File: src/rtl/uart_apb_pkg.sv
// Shared types and the UART register map for the APB front-end.
package uart_apb_pkg;

    typedef enum logic [1:0] {
        IDLE   = 2'd0,
        STROBE = 2'd1,
        WAIT   = 2'd2,
        DONE   = 2'd3
    } state_t;

    // Word offsets of the UART registers (byte address = offset * 4).
    localparam int UART_DR   = 0;
    localparam int UART_RSR  = 1;
    localparam int UART_FR   = 6;
    localparam int UART_ILPR = 8;
    localparam int UART_IBRD = 9;
    localparam int UART_FBRD = 10;
    localparam int UART_LCR  = 11;
    localparam int UART_CR   = 12;
    localparam int UART_IFLS = 13;
    localparam int UART_IMSC = 14;
    localparam int UART_RIS  = 15;

    // FR and RIS are status-only; nothing in the default map is write-only.
    localparam logic [15:0] UART_RO_MASK = 16'h8040;
    localparam logic [15:0] UART_WO_MASK = 16'h0000;

endpackage

File: src/rtl/uart_apb_decode.sv
// Combinational word decode: one-hot register select plus access-error and
// write-only-read flags for a single APB address.
module uart_apb_decode #(
    parameter int                    ADDR_W   = 12,
    parameter int                    NUM_REGS = 16,
    parameter logic [NUM_REGS-1:0]   RO_MASK  = '0,
    parameter logic [NUM_REGS-1:0]   WO_MASK  = '0
) (
    input  logic [ADDR_W-1:0]   addr,
    input  logic                write,
    output logic [NUM_REGS-1:0] onehot,
    output logic                err,
    output logic                wo_read
);

    localparam int IDX_W = ADDR_W - 2;

    logic [IDX_W-1:0] word;
    logic             in_range;
    logic             ro_hit;
    logic             wo_hit;

    assign word = addr[ADDR_W-1:2];

    generate
        for (genvar gi = 0; gi < NUM_REGS; gi++) begin : g_sel
            assign onehot[gi] = (word == IDX_W'(gi));
        end
    endgenerate

    assign in_range = (int'(word) < NUM_REGS);
    assign ro_hit   = |(onehot & RO_MASK);
    assign wo_hit   = |(onehot & WO_MASK);

    assign err     = (addr[1:0] != 2'b00) || !in_range || (write && ro_hit);
    assign wo_read = !write && wo_hit;

endmodule

File: src/rtl/uart_apb_bridge.sv
// APB3 slave front-end for the UART register file: one-hot access strobes,
// reg_ack stall handshake with timeout. Byte strobes under UART_APB_PSTRB_EN.
module uart_apb_bridge
    import uart_apb_pkg::*;
#(
    parameter int                  ADDR_W   = 12,
    parameter int                  DATA_W   = 32,
    parameter int                  NUM_REGS = 16,
    parameter logic [NUM_REGS-1:0] RO_MASK  = '0,
    parameter logic [NUM_REGS-1:0] WO_MASK  = '0,
    parameter int                  TIMEOUT  = 15
) (
    input  logic                       pclk,
    input  logic                       preset,
    input  logic                       psel,
    input  logic                       penable,
    input  logic                       pwrite,
    input  logic [ADDR_W-1:0]          paddr,
    input  logic [DATA_W-1:0]          pwdata,
`ifdef UART_APB_PSTRB_EN
    input  logic [DATA_W/8-1:0]        pstrb,
    output logic [DATA_W/8-1:0]        reg_wstrb,
`endif
    output logic                       pready,
    output logic                       pslverr,
    output logic [DATA_W-1:0]          prdata,
    output logic [NUM_REGS-1:0]        reg_wr_en,
    output logic [NUM_REGS-1:0]        reg_rd_en,
    output logic [DATA_W-1:0]          reg_wdata,
    input  logic [NUM_REGS*DATA_W-1:0] reg_rdata,
    input  logic                       reg_ack,
    input  logic                       reg_err
);

    localparam int CNT_W = (TIMEOUT > 0) ? $clog2(TIMEOUT + 1) : 1;

    state_t              state_reg, state_next;
    logic [CNT_W-1:0]    count_reg, count_next;
    logic [NUM_REGS-1:0] sel_reg, sel_next;
    logic                write_reg, write_next;
    logic                nostrobe_reg, nostrobe_next;
    logic [DATA_W-1:0]   wdata_reg, wdata_next;
    logic [NUM_REGS-1:0] wr_en_reg, wr_en_next;
    logic [NUM_REGS-1:0] rd_en_reg, rd_en_next;
    logic                pready_reg, pready_next;
    logic                pslverr_reg, pslverr_next;
    logic [DATA_W-1:0]   prdata_reg, prdata_next;

    logic [NUM_REGS-1:0] dec_onehot;
    logic                dec_err;
    logic                dec_wo_read;
    logic                strb_err;
    logic                strb_skip;
    logic                setup;
    logic                timeout_hit;
    logic [DATA_W-1:0]   rd_mux;
    logic [DATA_W-1:0]   read_data;

    uart_apb_decode #(
        .ADDR_W   (ADDR_W),
        .NUM_REGS (NUM_REGS),
        .RO_MASK  (RO_MASK),
        .WO_MASK  (WO_MASK)
    ) u_decode (
        .addr    (paddr),
        .write   (pwrite),
        .onehot  (dec_onehot),
        .err     (dec_err),
        .wo_read (dec_wo_read)
    );

`ifdef UART_APB_PSTRB_EN
    logic [DATA_W/8-1:0] wstrb_reg;

    // A write with no lanes enabled is a legal no-op; reads must carry no lanes.
    assign strb_skip = pwrite && (pstrb == '0);
    assign strb_err  = !pwrite && (pstrb != '0);
    assign reg_wstrb = wstrb_reg;

    always_ff @(posedge pclk) begin
        if (preset)
            wstrb_reg <= '0;
        else if (state_reg == IDLE && setup)
            wstrb_reg <= pstrb;
    end
`else
    assign strb_skip = 1'b0;
    assign strb_err  = 1'b0;
`endif

    assign setup       = psel && !penable;
    assign timeout_hit = (TIMEOUT != 0) && ((int'(count_reg) + 1) == TIMEOUT);

    always_comb begin
        rd_mux = '0;
        for (int i = 0; i < NUM_REGS; i++) begin
            if (sel_reg[i])
                rd_mux = rd_mux | reg_rdata[i*DATA_W +: DATA_W];
        end
    end

    assign read_data = (write_reg || nostrobe_reg) ? '0 : rd_mux;

    always_comb begin
        state_next    = state_reg;
        count_next    = count_reg;
        sel_next      = sel_reg;
        write_next    = write_reg;
        nostrobe_next = nostrobe_reg;
        wdata_next    = wdata_reg;
        wr_en_next    = '0;
        rd_en_next    = '0;
        pready_next   = 1'b0;
        pslverr_next  = 1'b0;
        prdata_next   = '0;
        case (state_reg)
            IDLE: begin
                if (setup) begin
                    sel_next      = dec_onehot;
                    write_next    = pwrite;
                    wdata_next    = pwdata;
                    nostrobe_next = dec_wo_read || strb_skip;
                    if (dec_err || strb_err) begin
                        state_next   = DONE;
                        pready_next  = 1'b1;
                        pslverr_next = 1'b1;
                    end else begin
                        state_next = STROBE;
                        if (!(dec_wo_read || strb_skip)) begin
                            if (pwrite)
                                wr_en_next = dec_onehot;
                            else
                                rd_en_next = dec_onehot;
                        end
                    end
                end
            end
            STROBE, WAIT: begin
                // Master abandoned the transfer; any strobe already went out.
                if (!psel) begin
                    state_next = IDLE;
                    count_next = '0;
                end else if (reg_ack) begin
                    state_next   = DONE;
                    count_next   = '0;
                    pready_next  = 1'b1;
                    pslverr_next = reg_err;
                    prdata_next  = reg_err ? '0 : read_data;
                end else if (state_reg == WAIT && timeout_hit) begin
                    state_next   = DONE;
                    count_next   = '0;
                    pready_next  = 1'b1;
                    pslverr_next = 1'b1;
                end else begin
                    state_next = WAIT;
                    if (state_reg == WAIT)
                        count_next = count_reg + 1'b1;
                end
            end
            DONE: begin
                state_next = IDLE;
                count_next = '0;
            end
            default: state_next = IDLE;
        endcase
    end

    always_ff @(posedge pclk) begin
        if (preset) begin
            state_reg    <= IDLE;
            count_reg    <= '0;
            sel_reg      <= '0;
            write_reg    <= 1'b0;
            nostrobe_reg <= 1'b0;
            wdata_reg    <= '0;
            wr_en_reg    <= '0;
            rd_en_reg    <= '0;
            pready_reg   <= 1'b0;
            pslverr_reg  <= 1'b0;
            prdata_reg   <= '0;
        end else begin
            state_reg    <= state_next;
            count_reg    <= count_next;
            sel_reg      <= sel_next;
            write_reg    <= write_next;
            nostrobe_reg <= nostrobe_next;
            wdata_reg    <= wdata_next;
            wr_en_reg    <= wr_en_next;
            rd_en_reg    <= rd_en_next;
            pready_reg   <= pready_next;
            pslverr_reg  <= pslverr_next;
            prdata_reg   <= prdata_next;
        end
    end

    assign pready    = pready_reg;
    assign pslverr   = pslverr_reg;
    assign prdata    = prdata_reg;
    assign reg_wr_en = wr_en_reg;
    assign reg_rd_en = rd_en_reg;
    assign reg_wdata = wdata_reg;

endmodule

File: config.mk
export PLATFORM = sky130hd
export DESIGN_NAME = uart_apb_bridge
export DESIGN_NICKNAME = d
export VERILOG_FILES = /design/src/rtl/uart_apb_pkg.sv /design/src/rtl/uart_apb_decode.sv /design/src/rtl/uart_apb_bridge.sv
export SDC_FILE = /design/constraint.sdc
export NUM_CORES = 1
export LEC_CHECK = 0
export ABC_AREA = 1
export CAP_MARGIN = 20
export CORE_AREA = 2 2 254 256
export CTS_CLUSTER_DIAMETER = 100
export DETAILED_ROUTE_END_ITERATION = 6
export DIE_AREA = 0 0 256 258
export PLACE_DENSITY = 0.48
export REMOVE_ABC_BUFFERS = 1
export SLEW_MARGIN = 10
export SYNTH_ARGS = -nofsm -noshare
export SYNTH_HDL_FRONTEND = slang
export SYNTH_SLANG_ARGS = --single-unit
File: constraint.sdc
create_clock -name pclk -period 1.9 [get_ports pclk]
set_input_delay 0.38 -clock pclk [delete_from_list [all_inputs] [get_ports pclk]]
set_output_delay 0.38 -clock pclk [all_outputs]
set_load 0.005 [all_outputs]
==> results_dict.tcl, run 1 <==
set metrics [dict create \
    status "completed" \
    regArea_sq_mm 0.002442 \
    layout-drive-gt1-share_pct 7.285 \
    clk_latency_ps 490 \
    die_w_um 256 \
    synth_compound_area_share_pct 34.42 \
    multi_input_area_sq_mm 0.004393 \
    skew_ps 35.53 \
    fin_crit_sh_pct 93.62 \
    start_util_pct 11.47 \
    cp.arrival_ps 1400 \
    synth_commonest_cells "280 x nor2_1, 240 x a22o_1, 127 x nand2_1, 121 x dfxtp_1" \
    crit_path_max_fanout 1 \
    drt_iter0_markers 673 \
    drc 0 \
    yosysTopAreaCell "dfxtp_1" \
    totalWireLength_um 70960 \
    rsz0062_at_grt "no" \
    io_pins 661 \
    cts.sinks 121 \
    gp_congestion 0.9485 \
    netlist_area_sq_mm 0.007303 \
    fin_total_pwr_w 0.01257 \
    port_buffers 660 \
    synth_area_leaders "dfxtp_1 33%, a22o_1 29%, nor2_1 14%" \
    die-height_um 258 \
    slew_headroom_pct 45.15 \
    synthCells 1002 \
    overflow 0 \
    synth_xor_area_share_pct 0 \
    wl_per_cell_um 28.15 \
    p_leak_nw 6.193 \
    cp-end-kind "output port" \
    ys_ff_latch 121 \
    rows 93 \
    synth_fa_ha_area_share_pct 1.028 \
    irDropWorstVdd_v 0.0007266 \
    setup_viol_count_final 0 \
    synth_top_area_share_pct 33.17 \
    ys_types 29 \
    power.internal_w 0.007617 \
    drv_cap 0 \
    ctsRootBufferMaster "clkbuf_16" \
    startpoint_type "flip-flop" \
    max_slew.worst_pin.slew_ps 822.7 \
    synth-edff-count 0 \
    drv_slew 0 \
    synthArstFlopShare_pct 0 \
    cts_tree "yes" \
    final_cell_area_sq_mm 0.01586 \
    period_minus_slack_ps 1779 \
    synthFlopType "dfxtp_1" \
    slowest_stage "clkdlybuf4s50_1" \
    final_util_pct 24.91 \
    ant_nets 0 \
    cts_buffers 17 \
    pwr-share-clk_pct 27.7 \
    layout-area-overhead-vs-synth_pct 117.1 \
    dp_hpwl_um 56410 \
    synth-seq-area-share_pct 33.17 \
    clock_path_buffers 2 \
    synth_area_per_cell_sq_um 7.289 \
    antenna_found_initial 43 \
    synth.area.mux_share_pct 0 \
    path_buf_inv 1 \
    critical-path-max-stage-delay_ps 590 \
    crit_chain "clkdlybuf4s50_1" \
    crit_required_ps 1520 \
    setup_tns_ps 0 \
    viasPerCell 4.269 \
    yosysWarnings 0 \
    grt_pass1_wl_um 92190 \
    grt_max_degree 37 \
    p_sw_share_pct 39.41 \
    place_ws_ps -89.14 \
    p_sw_w 0.004955 \
    core_area_sq_mm 0.06365 \
    synth_top_family_by_area "compound AO/OA/AOI/OAI gates" \
    critical_path_class "flip-flop to output port" \
    nFillCells 6888 \
    path_clk_slew_ps 90 \
    placed_cell_area_sq_mm 0.01524 \
    track_usage_pct 20.67 \
    hold_buffers 0 \
    pwr-share-comb_pct 45.9 \
    yosys.area_share.simple_pct 24.70 \
    yosysMostFrequentCell "nor2_1" \
    htree_levels 4 \
    seq_power_share_pct 26.4 \
    powerDensity_mw_per_mm2 792.9 \
    grt_pass1_vias 10720 \
    final_nets 2217 \
    drt_pass1_iterations 5 \
    vias 10760 \
    fin_ws_ps 121.2 \
    cpLargestDelayFamily "buffers and inverters" \
    max_freq_mhz 562.2 \
    hold_viol_final 0 \
    dieArea_sq_mm 0.06605 \
    worst_hold_path_type "input pin to flip-flop" \
]
[area by class of cell]
| type | count | share of cell area, % |
|---|---|---|
| Timing Repair Buffer | 712 | 45.70 |
| Sequential cell | 121 | 15.40 |
| Multi-Input combinational cell | 772 | 27.70 |
| Inverter | 24 | 0.5681 |
| Clock inverter | 15 | 1.113 |
| Tap cell | 855 | 6.747 |
| Antenna cell | 5 | 0.07891 |
| Clock buffer | 17 | 2.683 |
[per-stage QoR]
step / hold slack (ps) / std cells
floorplan: 445.1 / 917
global placement: 473.0 / 2484
detailed placement: 480.6 / 2484
CTS: 427.8 / 2516
global route: 467.1 / 2518
finish: 472.2 / 2521
[repair_timing]
| action | CTS | global route |
|---|---|---|
| setup buffers | 0 | 0 |
| resized for setup | 2 | 1 |
| setup endpoints to repair | 2 | 1 |
| pin swaps | 0 | 0 |
[per-layer routing]
layer	wire (um)	part of all wire (%)	GRT usage (%)	vias to the layer above
met1	27480	39	24.19	5033
met5	179	0.25	0	-
li1	-	-	-	4840
met3	7697	11	7.764	135
met4	2151	3.0	6.888	28
met2	33450	47	34.71	727
[tightest hold or removal path, cell delays in order]
cell and delay [ps]:
clkdlybuf4s50_1 390, nor2_1 100, nor2_1 50
[path summary, 6_finish.rpt]
check             cells past startpoint          from  slack (ps)           end
hold / removal                        3     pwdata[6]         470  reg_wdata[6]
hold reg to reg                       2  count_reg[3]         490  count_reg[3]
setup reg to reg                      6    sel_reg[0]         120    prdata[29]
setup / recovery                      1  reg_wr_en[1]         120  reg_wr_en[1]
[placed cells by master, fill, tap and decap left out, types with 4 or more instances in the layout]
cell             instances
dfxtp_1                105
buf_12                  20
inv_1                   22
ha_1                     6
diode_2                  5
nor2_2                  10
o21ai_0                 51
buf_4                   32
clkbuf_16               17
nor3_2                   4
nand2_1                127
a22o_1                 240
nor2_1                 280
nand4_1                 14
dfxtp_2                 16
a21oi_1                 23
inv_8                    4
clkdlybuf4s50_1        657
inv_6                    4
[power by group through the flow]
stage	Sequential, W	Clock, W	Combinational [W]
floorplan	0.00332	0	0.00214
global placement	0.00338	0	0.00578
detailed placement	0.00338	0	0.00577
CTS	0.00333	0.00364	0.00580
global route	0.00334	0.00370	0.00619
finish	0.00331	0.00349	0.00577
[cells by family after synthesis]
kind of cell | Yosys count
adder cells (fa/ha/maj) | 6
flip-flops | 121
buffers and inverters | 109
AND/OR/NAND/NOR | 446
AO/OA/AOI/OAI | 320
No activity file was read; power rests on OpenSTA's default activity.
==> run 2, diff against run 1 <==
clock period = 2.2 ns   (was 1.9 ns; I/O delays follow)
==> run 2 against run 1 <==
Power down 15%. Die area unchanged. Combinational power down 17%. Global-route usage down 0.18 points. Critical endpoint is now reg_rd_en[15]. Clock power down 11%.
==> results_dict.tcl, run 2 (synthesis gave the netlist of run 1 again) <==
set metrics [dict create \
    grt_max_degree 35 \
    period_minus_slack_ps 1895 \
    place_ws_ps 118.7 \
    regArea_sq_mm 0.002442 \
    drv_cap 0 \
    rsz0062_at_grt "no" \
    overflow 0 \
    dp_cells 2478 \
    track_usage_pct 20.48 \
    grt_pass1_vias 10930 \
    cp-startpoint "reg_rd_en[15]" \
    drc 0 \
    met1_usage_pct 24.58 \
    crit_chain "clkdlybuf4s50_1" \
    drt_iter0_markers 611 \
    critical_path_class "flip-flop to output port" \
    grt_pass1_wl_um 92080 \
    multi_input_area_sq_mm 0.004393 \
    cts_tree "yes" \
    rrSetupSlack_ps 470 \
    skew_ps 24.12 \
    start_util_pct 11.47 \
    final_cell_mix "660 x clkdlybuf4s50_1, 280 x nor2_1, 240 x a22o_1" \
    worst_r2r_endpoint "prdata[0]" \
    cpLargestDelayFamily "buffers and inverters" \
    slew_headroom_pct 45.32 \
    wl_per_cell_um 27.77 \
    cts.sinks 121 \
    p_leak_nw 6.097 \
    startpoint_type "flip-flop" \
    max_freq_mhz 527.6 \
    hold_buffers 0 \
    stdcell_count 2516 \
    dp_hpwl_um 55830 \
    grtUsageMet2_pct 34.12 \
    final_nets 2211 \
    die-height_um 258 \
    whs_ps 486.2 \
    viasPerCell 4.219 \
    clock_path_buffers 2 \
    worst_hold_path_type "flip-flop to flip-flop" \
    rows 93 \
    core_area_sq_mm 0.06365 \
    drv_slew 0 \
    powerDensity_mw_per_mm2 686.3 \
    ctsRootBufferMaster "clkbuf_16" \
    post_cts_buffers 0 \
    hold_viol_final 0 \
    port_buffers 660 \
    totalWireLength_um 69860 \
    crit_cells 1 \
    cp-endpoint "reg_rd_en[15]" \
    layout-area-overhead-vs-synth_pct 114.3 \
    busiest_layer "met2" \
    crit_path_max_fanout 1 \
    path_buf_inv 1 \
    cts_buffers 17 \
    critical-path-max-stage-delay_ps 630 \
    slowest_stage "clkdlybuf4s50_1" \
    status "completed" \
    fin_crit_sh_pct 86.15 \
    path_clk_slew_ps 60 \
    worstReg2RegStart "sel_reg[6]" \
    dieArea_sq_mm 0.06605 \
    max_slew.worst_pin.slew_ps 820.2 \
    grt_use_met3_pct 6.900 \
    nFillCells 6985 \
    fin_ws_ps 304.7 \
    gp_congestion 0.9357 \
    layout-drive-gt1-share_pct 6.949 \
    drt_pass1_iterations 5 \
    ctsResizeCount 0 \
    antenna_found_initial 31 \
    htree_levels 4 \
    final_common_cell "clkdlybuf4s50_1" \
    vias 10610 \
    setup_viol_count_final 0 \
    die_w_um 256 \
    cp-end-kind "output port" \
    io_pins 661 \
    clk_latency_ps 480 \
    worstRegToRegCells 6 \
    irDropWorstVdd_v 0.0006080 \
    cp.arrival_ps 1460 \
    crit_required_ps 1760 \
    ant_nets 0 \
]
-- run 2: stage by stage --
step	TNS, ps	utilization [%]	power [W]	cell area (sq um)
6_report	0	24.59	0.01074	15650
5_1_grt	0	24.58	0.01137	15650
4_1_cts	0	24.57	0.01097	15640
3_5_place_dp	0	23.60	0.007747	15020
3_3_place_gp	0	23.60	0.007764	15020
2_1_floorplan	-712.6	-	0.004714	6905
-- run 2: worst min path at each step --
stage / start / end / cells past startpoint
after floorplan: write_reg / write_reg / 2
after global placement: count_reg[3] / count_reg[3] / 2
after detailed placement: write_reg / write_reg / 2
after CTS: pwdata[15] / reg_wdata[15] / 3
after global routing: write_reg / write_reg / 2
final: write_reg / write_reg / 2
-- run 2: layout make-up --
type	count	share of cell area [%]
multi-input cells	772	28.07
inverters	24	0.5756
diodes	6	0.09593
well taps	855	6.835
clock buffers	18	2.806
repair buffers	706	44.90
flip-flops and latches	121	15.60
clock inverters	14	1.119
-- run 2: power by group --
group / total, W / leakage [nW] / switching, W / internal, W
sequential: 0.00286 / 0.989 / 0.000435 / 0.00243
clock: 0.00309 / 0.304 / 0.00134 / 0.00175
combinational: 0.00479 / 4.80 / 0.00240 / 0.00240
total: 0.0107 / 6.10 / 0.00417 / 0.00657
-- run 2: routing by layer --
metal	wire length, um	up-vias	share of wire [%]
met2	32900	629	47
met1	28930	5050	41
met4	2067	16	3.0
met3	5872	102	8.4
met5	94	-	0.13
li1	-	4817	-
==> run 3, diff against run 2 <==
SKIP_LAST_GASP = 1   (was unset)
==> results of run 3 <==
The final DEF is identical to that of run 2; final timing and power are the same.
